===== config.mk =====
export PLATFORM = sky130hd
export DESIGN_NAME = matmul_ctrl
export DESIGN_NICKNAME = d
export VERILOG_FILES = /design/src/rtl/matrix_mult_pkg.sv /design/src/rtl/ctrl_addr_gen.sv /design/src/rtl/matmul_ctrl.sv
export SDC_FILE = /design/constraint.sdc
export NUM_CORES = 1
export LEC_CHECK = 0
export ABC_AREA = 1
export BUFFER_PORTS_ARGS = -buffer_cell sky130_fd_sc_hd__clkbuf_2
export CAP_MARGIN = 40
export CORE_MARGIN = 5
export CORE_UTILIZATION = 46
export DETAILED_ROUTE_END_ITERATION = 12
export PLACE_DENSITY = 0.69
export SYNTH_ARGS = -nofsm -noshare
export SYNTH_HDL_FRONTEND = slang
export SYNTH_SLANG_ARGS = --single-unit

===== constraint.sdc =====
create_clock -name clk -period 6.6 [get_ports clk]
set_input_delay 1.32 -clock clk [delete_from_list [all_inputs] [get_ports clk]]
set_output_delay 1.32 -clock clk [all_outputs]
set_load 0.05 [all_outputs]

===== src/rtl/matrix_mult_pkg.sv =====
// Shared types and sizing for the systolic matmul controller and its helpers.
package matrix_mult_pkg;

  localparam int ROW    = 4;
  localparam int COL    = 4;
  localparam int W_SIZE = 256;
  localparam int I_SIZE = 256;
  localparam int O_SIZE = 256;

  localparam int WAW = $clog2(W_SIZE);
  localparam int IAW = $clog2(I_SIZE);
  localparam int OAW = $clog2(O_SIZE);
  localparam int RW  = (ROW > 1) ? $clog2(ROW) : 1;

  // Row counts are stored minus one so the full range fits the field.
  typedef struct packed {
    logic [RW-1:0]  w_rows;
    logic [IAW-1:0] i_rows;
    logic [WAW-1:0] w_offset;
    logic [IAW-1:0] i_offset;
    logic [OAW-1:0] psum_offset;
    logic [OAW-1:0] o_offset_w;
    logic           accum_en;
  } data_config_struct;

  typedef enum logic [2:0] {
    IDLE,
    LOAD_W,
    STREAM,
    WAIT_OUT,
    DONE
  } ctrl_state_e;

endpackage


===== src/rtl/ctrl_addr_gen.sv =====
// Base-plus-count address generator; the running address wraps at DEPTH.
module ctrl_addr_gen #(
  parameter int DEPTH = 256,
  parameter int AW    = $clog2(DEPTH)
) (
  input  logic          clk,
  input  logic          rst_n,
  input  logic          clear,
  input  logic          load,
  input  logic          inc,
  input  logic [AW-1:0] base,
  output logic [AW-1:0] addr
);

  logic [AW-1:0] addr_reg;
  logic [AW-1:0] addr_next;

  always_comb begin
    addr_next = addr_reg;
    if (clear) begin
      addr_next = '0;
    end else if (load) begin
      addr_next = base;
    end else if (inc) begin
      addr_next = (addr_reg == AW'(DEPTH - 1)) ? '0 : addr_reg + AW'(1);
    end
  end

  always_ff @(posedge clk or negedge rst_n) begin
    if (!rst_n) begin
      addr_reg <= '0;
    end else begin
      addr_reg <= addr_next;
    end
  end

  assign addr = addr_reg;

endmodule


===== src/rtl/matmul_ctrl.sv =====
// Job sequencer for the systolic matmul array: weight load, input/psum stream,
// then output capture until every result row has been written.
module matmul_ctrl
  import matrix_mult_pkg::*;
(
  input  logic              clk,
  input  logic              rst_n,
  input  logic              start,
  input  logic              abort,
  input  data_config_struct cfg,
  output logic              busy,
  output logic              done,
  output logic              w_rd_en,
  output logic [WAW-1:0]    w_rd_addr,
  output logic              i_rd_en,
  output logic [IAW-1:0]    i_rd_addr,
  output logic              p_rd_en,
  output logic [OAW-1:0]    p_rd_addr,
  output logic              arr_weight_en,
  output logic              arr_valid,
  output logic              arr_accum_en,
  input  logic              arr_out_valid,
  output logic              o_wr_en,
  output logic [OAW-1:0]    o_wr_addr
);

  ctrl_state_e       state_reg, state_next;
  data_config_struct cfg_reg;
  logic [IAW-1:0]    cnt_reg;
  logic [IAW:0]      m_reg, m_next;
  logic [IAW:0]      ni;
  logic              arr_weight_en_reg, arr_valid_reg;
  logic              accept, capture, load_last, stream_last, keep_strobes;

  assign accept      = (state_reg == IDLE) && start && !abort;
  assign capture     = (state_reg == STREAM) || (state_reg == WAIT_OUT);
  assign ni          = {1'b0, cfg_reg.i_rows} + (IAW+1)'(1);
  assign load_last   = (cnt_reg == IAW'(cfg_reg.w_rows));
  assign stream_last = (cnt_reg == cfg_reg.i_rows);

  assign busy         = (state_reg != IDLE);
  assign done         = (state_reg == DONE);
  assign w_rd_en      = (state_reg == LOAD_W);
  assign i_rd_en      = (state_reg == STREAM);
  assign p_rd_en      = (state_reg == STREAM) && cfg_reg.accum_en;
  assign arr_accum_en = busy && cfg_reg.accum_en;
  // Writes beyond the expected row count are dropped.
  assign o_wr_en      = capture && arr_out_valid && (m_reg != ni);
  assign m_next       = m_reg + (IAW+1)'(o_wr_en);

  always_comb begin
    state_next = state_reg;
    case (state_reg)
      IDLE:     if (start) state_next = LOAD_W;
      LOAD_W:   if (load_last) state_next = STREAM;
      STREAM:   if (stream_last) state_next = (m_next == ni) ? DONE : WAIT_OUT;
      WAIT_OUT: if (m_next == ni) state_next = DONE;
      DONE:     state_next = IDLE;
      default:  state_next = IDLE;
    endcase
    if (abort) state_next = IDLE;
  end

  // Delayed strobes are dropped on the way into DONE/IDLE so both end quiet.
  assign keep_strobes = (state_next == LOAD_W) || (state_next == STREAM) ||
                        (state_next == WAIT_OUT);

  always_ff @(posedge clk or negedge rst_n) begin
    if (!rst_n) begin
      state_reg         <= IDLE;
      cfg_reg           <= '0;
      cnt_reg           <= '0;
      m_reg             <= '0;
      arr_weight_en_reg <= 1'b0;
      arr_valid_reg     <= 1'b0;
    end else begin
      state_reg         <= state_next;
      arr_weight_en_reg <= w_rd_en && keep_strobes;
      arr_valid_reg     <= i_rd_en && keep_strobes;
      if (accept) cfg_reg <= cfg;
      if (state_next != state_reg) begin
        cnt_reg <= '0;
      end else if (w_rd_en || i_rd_en) begin
        cnt_reg <= cnt_reg + IAW'(1);
      end
      m_reg <= accept ? '0 : m_next;
    end
  end

  assign arr_weight_en = arr_weight_en_reg;
  assign arr_valid     = arr_valid_reg;

  ctrl_addr_gen #(.DEPTH(W_SIZE), .AW(WAW)) u_w_addr (
    .clk(clk), .rst_n(rst_n), .clear(abort), .load(accept), .inc(w_rd_en),
    .base(cfg.w_offset), .addr(w_rd_addr)
  );

  ctrl_addr_gen #(.DEPTH(I_SIZE), .AW(IAW)) u_i_addr (
    .clk(clk), .rst_n(rst_n), .clear(abort), .load(accept), .inc(i_rd_en),
    .base(cfg.i_offset), .addr(i_rd_addr)
  );

  ctrl_addr_gen #(.DEPTH(O_SIZE), .AW(OAW)) u_p_addr (
    .clk(clk), .rst_n(rst_n), .clear(abort), .load(accept), .inc(p_rd_en),
    .base(cfg.psum_offset), .addr(p_rd_addr)
  );

  ctrl_addr_gen #(.DEPTH(O_SIZE), .AW(OAW)) u_o_addr (
    .clk(clk), .rst_n(rst_n), .clear(abort), .load(accept), .inc(o_wr_en),
    .base(cfg.o_offset_w), .addr(o_wr_addr)
  );

endmodule


==> results of run 1 <==
[worst max-delay path: cells and delay by family, from the launching register on]
kind	cells	cell delay, ns
AO/OA/AOI/OAI	3	0.40
AND/OR/NAND/NOR	20	1.86
buffers and inverters	3	0.21
flip-flops	1	0.48
adder cells (fa/ha/maj)	3	0.83
[cell type report]
class | count | area, um2 | share of cell area
Timing Repair Buffer | 91 | 483 | 0.0914
Inverter | 95 | 358 | 0.0677
Multi-Input combinational cell | 438 | 2370 | 0.448
Clock buffer | 11 | 141 | 0.0267
Tap cell | 129 | 161 | 0.0305
Sequential cell | 65 | 1630 | 0.308
Clock inverter | 5 | 150 | 0.0284
[cell usage in the layout (no fill, tap or decap), types with 3 or more instances in the layout]
cell type | netlist | final
nor2_1 | 55 | 54
o22ai_1 | 25 | 25
clkbuf_8 | 0 | 10
a21oi_1 | 25 | 25
bufinv_16 | 0 | 5
nand4_1 | 9 | 9
a22oi_1 | 3 | 3
xor2_1 | 25 | 25
clkbuf_2 | 0 | 87
nor2_2 | 4 | 4
nand2_2 | 22 | 22
inv_1 | 86 | 86
nor3_2 | 12 | 12
o31ai_1 | 3 | 3
o21ai_0 | 26 | 26
o21ai_1 | 6 | 6
inv_2 | 6 | 6
nand2_1 | 146 | 146
nor3_1 | 11 | 11
nand3_2 | 5 | 5
dfrtp_1 | 65 | 65
ha_1 | 8 | 8
nand3_1 | 32 | 32
nor2_4 | 5 | 6
[metrics by stage]
step,cell area (um2),power [mW],cells
floorplan,4380,1.32,607
detailed placement,4990,1.56,818
finish,5290,2.06,834
global route,5290,2.20,834
CTS,5290,2.06,834
global placement,4970,1.54,817
[where the power goes]
group | switching (mW) | internal (mW) | leakage, nW | total (mW)
clock network | 0.161 | 0.338 | 0.144 | 0.499
logic | 0.672 | 0.273 | 1.64 | 0.945
registers | 0.119 | 0.492 | 0.868 | 0.611
[cell families (layout without fill, tap and decap cells)]
family                   Yosys count  in the layout
buffers and inverters            104            202
XOR/XNOR                          27             27
flip-flops                        65             65
multiplexers                       2              2
AO/OA/AOI/OAI                     93             93
adder cells (fa/ha/maj)            8              8
AND/OR/NAND/NOR                  308            308
[metal layers]
metal | wire length [um] | GRT usage
met5 | 0 | 0
met2 | 5540 | 0.343
met3 | 611 | 0.0444
met4 | 103 | 0.0568
met1 | 5320 | 0.274
[worst max-delay path by stage]
stage                  start         end  slack (ns)
6_report         cfg_reg[33]  cnt_reg[5]        2.71
5_1_grt          cfg_reg[33]  cnt_reg[7]        2.30
4_1_cts          cfg_reg[33]  cnt_reg[5]        2.75
3_5_place_dp     cfg_reg[33]  cnt_reg[0]        2.79
3_3_place_gp   arr_out_valid  cnt_reg[5]        2.93
2_1_floorplan  arr_out_valid  cnt_reg[0]        2.92
[synthesized netlist by cell type]
cell       number  area (um2)
a21oi_1        25         125
a22oi_1         3        22.5
and3_1          2        12.5
buf_1           1        3.75
buf_2           6        30.0
clkbuf_1        2        7.51
clkinv_1        2        7.51
clkinv_2        1        5.00
dfrtp_1        65        1630
ha_1            8         100
inv_1          86         323
inv_2           6        22.5
mux2i_1         2        20.0
nand2_1       146         548
nand2_2        22         138
nand2_4         2        22.5
nand3_1        32         160
nand3_2         5        50.1
nand3b_1        1        7.51
nand4_1         9        56.3
nor2_1         55         206
nor2_2          4        25.0
nor2_4          5        56.3
nor3_1         11        55.1
nor3_2         12         120
nor3b_1         1        7.51
nor4_1          1        6.26
o2111ai_1       2        17.5
o211ai_1        1        7.51
o21a_1          1        7.51
o21ai_0        26         130
o21ai_1         6        30.0
o21bai_2        1        11.3
o22ai_1        25         156
o31ai_1         3        22.5
xnor2_1         2        17.5
xor2_1         25         219
==> impl_metrics.json, run 1 <==
{
  "status": "finished, final reports clean",
  "cts_tree": "built",
  "die_h_um": 108,
  "routed_wl_mm": 11.6,
  "crit_path_frequent_cell": "nand2_1",
  "hold_path.class": "register to register",
  "p_leak_nw": 2.65,
  "synthMuxAreaShare": 0.00457,
  "antenna_found_initial": 0,
  "coreArea_um2": 9280,
  "cp.arrival_ns": 4.12,
  "rows": 35,
  "grt_pass1_wl_mm": 19.4,
  "drtAntennaViolNets": 0,
  "post-route-min-period_ns": 3.89,
  "route.detailed.drc": 0,
  "diodes": 0,
  "hold_ws_ns": 0.514,
  "maxSlewViolCount": 0,
  "hold_path_startpoint": "cfg_reg[41]",
  "holdBufCountCts": 0,
  "gp_congestion": 0.890,
  "synth-simple-area-share": 0.336,
  "ys_warn_count": 0,
  "synth_xor_xnor_area_share": 0.0539,
  "clockBufferDepth": 2,
  "cp_max_fo": 8,
  "grt_pass1_vias": 4197,
  "synthDistinctLibCells": 37,
  "clk_pin_slew_ns": 0.08,
  "synth_top_family_by_area": "simple AND/OR/NAND/NOR gates",
  "synthesis.area_um2": 4380,
  "setup_viol": 0,
  "rsz0062_at_grt": "no",
  "crit_type": "register to register",
  "grt_overflow": 0,
  "utilization": 0.569,
  "cts_made_buffers": 9,
  "die_x_um": 108,
  "worst_slack_ns": 2.71,
  "grt_usage": 0.207,
  "drt_iter0_markers": 269,
  "io_pins": 89,
  "hold_viol": 0,
  "reg2reg_slack_ns": 2.71,
  "end_kind": "register",
  "cp_slowest_cell": "dfrtp_1",
  "ir_worst_vdd_v": 0.000232,
  "max_cap_viol_count": 0,
  "detailed_place_hpwl_mm": 8.66,
  "die_area_um2": 11600,
  "mappedNetlistNets": 663,
  "min_path_cells": 2,
  "min_to": "cfg_reg[41]",
  "power_density_nw_per_um2": 389,
  "grt_max_degree": 66,
  "synthToLayoutAreaGrowth_pct": 20.6,
  "cp.required_ns": 6.83,
  "fin_tns_setup_ns": 0,
  "drive_above_1_share": 0.234,
  "post-cts-setup-buffers": 0,
  "largest_register_ffs": 11,
  "r2r_start": "cfg_reg[33]",
  "synthCells": 607,
  "place_ws_ns": 2.79,
  "syn_area_per_cell_um2": 7.22,
  "io_buffers": 88,
  "max_slew.worst_pin.slew_ns": 0.652,
  "drt_first_pass_iters": 5,
  "max_freq_mhz": 257,
  "routedWlPerCell_um": 13.9,
  "nNetsFinal": 756,
  "drt-vias-per-instance": 5.13,
  "htree_levels": 3,
  "fillers": 917,
  "rr_worst_depth": 29,
  "synth-compound-area-share": 0.121,
  "clkLatencyLatePin_ns": 0.35,
  "yosysSeqAreaShare": 0.371,
  "cts_resized": 0,
  "worstReg2RegEnd": "cnt_reg[5]",
  "clk_root_buffer_cell": "clkbuf_8",
  "relSlewSlack": 0.561,
  "critPathMaxStageDelay_ns": 0.48,
  "yosys_register_bits": 65,
  "critical_path.startpoint_type": "register",
  "vias": 4281,
  "period_share": 0.590,
  "synth-adder-area-share": 0.0228,
  "start_util": 0.472,
  "fin_skew_ns": 0.0115,
  "clock-sinks": 65
}
Note: power is estimated with default switching activity, not from simulation.
==> run 2: changes to the inputs <==
==> constraint.sdc (replaced) <==
create_clock -name clk -period 4 [get_ports clk]
set_input_delay 0.8 -clock clk [delete_from_list [all_inputs] [get_ports clk]]
set_output_delay 0.8 -clock clk [all_outputs]
set_load 0.05 [all_outputs]
==> impl_metrics.json, run 2 (synthesized netlist as in run 1, its figures left out) <==
{
  "hold_viol": 0,
  "coreArea_um2": 9280,
  "grt_pass1_vias": 4276,
  "setup_viol": 0,
  "period_share": 0.889,
  "reg2reg_slack_ns": 0.44,
  "routedWlPerCell_um": 13.6,
  "cp.arrival_ns": 3.82,
  "route.detailed.drc": 0,
  "largest_register_ffs": 11,
  "io_buffers": 88,
  "crit_type": "register to register",
  "gp_congestion": 0.931,
  "hold_path.class": "primary input to async pin",
  "start_util": 0.472,
  "final_cell_mix": "nand2_1 (145), clkbuf_2 (87), inv_1 (86)",
  "detailed_place_hpwl_mm": 8.86,
  "clock-sinks": 65,
  "fin_tns_setup_ns": 0,
  "max_slew.worst_pin.slew_ns": 0.714,
  "status": "finished, final reports clean",
  "cp.required_ns": 4.26,
  "grt_max_degree": 57,
  "cts_made_buffers": 9,
  "diodes": 0,
  "antenna_found_initial": 0,
  "critical_path.startpoint_type": "register",
  "nNetsFinal": 759,
  "clkLatencyLatePin_ns": 0.35,
  "r2r_start": "cfg_reg[34]",
  "max_cap_viol_count": 0,
  "die_x_um": 108,
  "rows": 35,
  "htree_levels": 3,
  "clk_pin_slew_ns": 0.08,
  "routed_wl_mm": 11.4,
  "ir_worst_vdd_v": 0.000348,
  "rr_worst_depth": 27,
  "max_freq_mhz": 281,
  "rsz0062_at_grt": "no",
  "cts_tree": "built",
  "grt_overflow": 0,
  "fillers": 932,
  "worstReg2RegEnd": "cnt_reg[7]",
  "fin_skew_ns": 0.0163,
  "drt_first_pass_iters": 5,
  "maxSlewViolCount": 0,
  "drt-vias-per-instance": 5.17,
  "relSlewSlack": 0.520,
  "drt_iter0_markers": 198,
  "holdBufCountCts": 0,
  "drtAntennaViolNets": 0,
  "power_density_nw_per_um2": 623,
  "vias": 4325,
  "clk_root_buffer_cell": "clkbuf_8",
  "post-route-min-period_ns": 3.56,
  "final_common_cell": "nand2_1",
  "end_kind": "register",
  "clockBufferDepth": 2,
  "grt_pass1_wl_mm": 19.6,
  "die_h_um": 108,
  "utilization": 0.570,
  "die_area_um2": 11600,
  "grt_usage": 0.210,
  "drive_above_1_share": 0.251,
  "io_pins": 89,
  "placedInstanceArea_um2": 4990,
  "p_leak_nw": 2.63,
  "cp_max_fo": 8,
  "fin_area_um2": 5290,
  "synthToLayoutAreaGrowth_pct": 20.6
}
[run 2: cell count changes in the layout (fill, tap and decap cells not counted), moves of 2 or more]
cell	delta
ha_1	-3
nor2_1	-3
dfrtp_2	+2
ha_2	+2
buf_4	+3
nor2_2	+3
bufinv_16	-2
dfrtp_1	-2
[run 2: layout make-up]
class	count	area, um2	share of cell area
clock inverter	6	115	0.0218
sequential	65	1630	0.308
tap	129	161	0.0305
clock buffer	10	128	0.0241
inverter	95	358	0.0677
multi-input combinational	438	2400	0.454
timing repair buffer	94	498	0.0942
[run 2: what timing repair did]
| item | 4_1_cts | 5_1_grt |
|---|---|---|
| endpoints found under the setup margin | 0 | 11 |
| resized for setup | 0 | 10 |
| setup buffers | 0 | 3 |
[run 2: worst max path at each step]
stage                      startpoint    endpoint  slack [ns]
after floorplan           cfg_reg[33]  cnt_reg[2]        0.40
final                     cfg_reg[34]  cnt_reg[7]        0.44
after detailed placement  cfg_reg[33]  cnt_reg[7]        0.24
after CTS                 cfg_reg[33]  cnt_reg[7]        0.21
after global placement    cfg_reg[33]  cnt_reg[5]        0.39
after global routing      cfg_reg[34]  cnt_reg[7]        0.04
[run 2: worst max-delay path, stage by stage (launching register included)]
cell	delay, ns
dfrtp_2	0.44
ha_2	0.36
xnor2_1	0.11
nand3_1	0.08
a21oi_1	0.12
o211ai_1	0.09
nor3_1	0.15
nand3_1	0.13
nand2_2	0.12
inv_1	0.06
ha_2	0.20
ha_4	0.28
inv_1	0.04
nand2_1	0.04
nand2_1	0.06
nor2_2	0.11
nand3_2	0.10
nor2_4	0.09
nand2_2	0.05
nor2_2	0.09
nand3_2	0.10
nand2_2	0.07
nand2_2	0.06
nand2_2	0.10
nand2_2	0.06
nand2_2	0.08
nand2_4	0.11
nor3_2	0.18
[run 2: report_power, final]
part           total [mW]  switching (mW)  internal [mW]
registers            1.00           0.190          0.814
clock network       0.694           0.277          0.418
logic                1.60            1.12          0.477
total                3.29            1.59           1.71
[run 2: layer usage]
metal  track usage  wire length [um]  vias up
met1         0.279              5110     2028
met3        0.0468               695       17
met5             0                 0        -
li1              -                 -     2150
met2         0.343              5430      130
met4        0.0595               186        0
[run 2: stage by stage]
step	total power, mW	setup WS [ns]	std cells	hold WS [ns]
floorplan	2.18	0.395	607	0.464
global placement	2.53	0.392	817	0.509
detailed placement	2.57	0.241	818	0.532
CTS	3.27	0.208	834	0.384
global route	3.54	0.0417	837	0.402
finish	3.29	0.445	837	0.382
==> run 3: changes to the inputs <==
==> constraint.sdc (replaced) <==
create_clock -name clk -period 4 [get_ports clk]
set_input_delay 0.2 -clock clk [delete_from_list [all_inputs] [get_ports clk]]
set_output_delay 0.2 -clock clk [all_outputs]
set_load 0.05 [all_outputs]
==> impl_metrics.json, run 3 (synthesized netlist as in run 1, its figures left out) <==
{
  "status": "finished, final reports clean",
  "post-route-min-period_ns": 3.59,
  "grt_usage": 0.216,
  "hold_viol": 0,
  "vias": 4317,
  "drive_above_1_share": 0.247,
  "clkLatencyLatePin_ns": 0.37,
  "critPathMaxStageDelay_ns": 0.45,
  "max_slew.worst_pin.slew_ns": 0.687,
  "cts_tree": "built",
  "route.detailed.drc": 0,
  "clock-sinks": 65,
  "crit_path_frequent_cell": "nand2_2",
  "max_cap_viol_count": 0,
  "cp_num_buf_inv": 4,
  "cp_max_fo": 8,
  "fillers": 921,
  "fin_tns_setup_ns": 0,
  "synthToLayoutAreaGrowth_pct": 19.5,
  "end_kind": "register",
  "p_leak_nw": 2.62,
  "routed_wl_mm": 11.7,
  "hold_ws_ns": 0.0358,
  "io_buffers": 88,
  "max_freq_mhz": 279,
  "fin_area_um2": 5240,
  "htree_levels": 3,
  "fin_skew_ns": 0.0134,
  "cp.required_ns": 4.28,
  "grt_pass1_wl_mm": 19.8,
  "rsz0062_at_grt": "no",
  "startpoint": "cfg_reg[33]",
  "grt_max_degree": 57,
  "cts_made_buffers": 9,
  "period_share": 0.897,
  "drt_first_pass_iters": 5,
  "die_x_um": 108,
  "final_cell_mix": "nand2_1 (145), clkbuf_2 (87), inv_1 (86)",
  "hold_path.class": "primary input to register",
  "final_common_cell": "nand2_1",
  "gp_congestion": 0.936,
  "cp_slowest_cell": "dfrtp_2",
  "grt_pass1_vias": 4240,
  "critical_path.startpoint_type": "register",
  "drt-vias-per-instance": 5.15,
  "detailed_place_hpwl_mm": 8.87,
  "routedWlPerCell_um": 14.0,
  "relSlewSlack": 0.538,
  "io_pins": 89,
  "rows": 35,
  "utilization": 0.564,
  "r2r_start": "cfg_reg[33]",
  "clockBufferDepth": 2,
  "die_area_um2": 11600,
  "cp.arrival_ns": 3.87,
  "maxSlewViolCount": 0,
  "setup_viol": 0,
  "drtAntennaViolNets": 0,
  "placedInstanceArea_um2": 4970,
  "drt_iter0_markers": 213,
  "power_density_nw_per_um2": 608,
  "clk_root_buffer_cell": "clkbuf_8",
  "largest_register_ffs": 11,
  "clk_pin_slew_ns": 0.08,
  "path_delay_family": "simple AND/OR/NAND/NOR gates",
  "hold_path_startpoint": "cfg[41]",
  "crit_type": "register to register",
  "ir_worst_vdd_v": 0.000417,
  "start_util": 0.472,
  "diodes": 0,
  "antenna_found_initial": 0,
  "nNetsFinal": 760,
  "die_h_um": 108,
  "grt_overflow": 0,
  "coreArea_um2": 9280
}
-- run 3: cell count changes in the layout (fill, tap and decap cells not counted), sizes merged --
cell / change
clkinvlp: -1
bufinv: -2
clkinv: +3
dlygate4sd3: +1
-- run 3: timing repair --
item | CTS | global route
hold buffers | 1 | 0
resized for setup | 0 | 7
endpoints found under the setup margin | 0 | 10
endpoints found under the hold margin | 21 | 0
setup buffers | 0 | 4
-- run 3: where the power goes --
group          internal (mW)  total [mW]  switching, mW
logic                  0.484        1.61           1.12
clock network          0.290       0.570          0.280
registers              0.813        1.01          0.196
-- run 3: metrics by stage --
stage	power, mW	setup slack, ns	cells
2_1_floorplan	2.18	0.395	607
3_3_place_gp	2.53	0.390	817
3_5_place_dp	2.57	0.210	817
4_1_cts	3.15	0.198	834
5_1_grt	3.42	0.0670	838
6_report	3.19	0.412	838
-- run 3: layer usage --
layer | vias up | GRT usage | routed length, um
met1 | 2007 | 0.274 | 5170
met5 | - | 0 | 0
met3 | 19 | 0.0606 | 692
li1 | 2165 | - | -
met4 | 0 | 0.0703 | 196
met2 | 126 | 0.355 | 5670
-- run 3: cell type report --
cell class,count,area [um2],area share
multi-input combinational,438,2400,0.458
clock buffer,10,128,0.0244
sequential,65,1630,0.311
tap,129,161,0.0308
timing repair buffer,95,495,0.0946
clock inverter,6,66.3,0.0127
inverter,95,358,0.0683
-- run 3: final timing paths --
check	endpoint	slack, ns	cells past startpoint
min in group asynchronous	cnt_reg[5]	0.34	2
max in group asynchronous	m_reg[2]	2.69	3
min	cfg_reg[41]	0.04	3
max reg2reg	cnt_reg[7]	0.41	28
min reg2reg	cfg_reg[41]	0.53	2
max	cnt_reg[7]	0.41	28
-- run 3: tightest hold or removal path, cell delays in order --
cell,delay [ns]
clkbuf_2,0.08
nand2_1,0.04
nand2_1,0.05
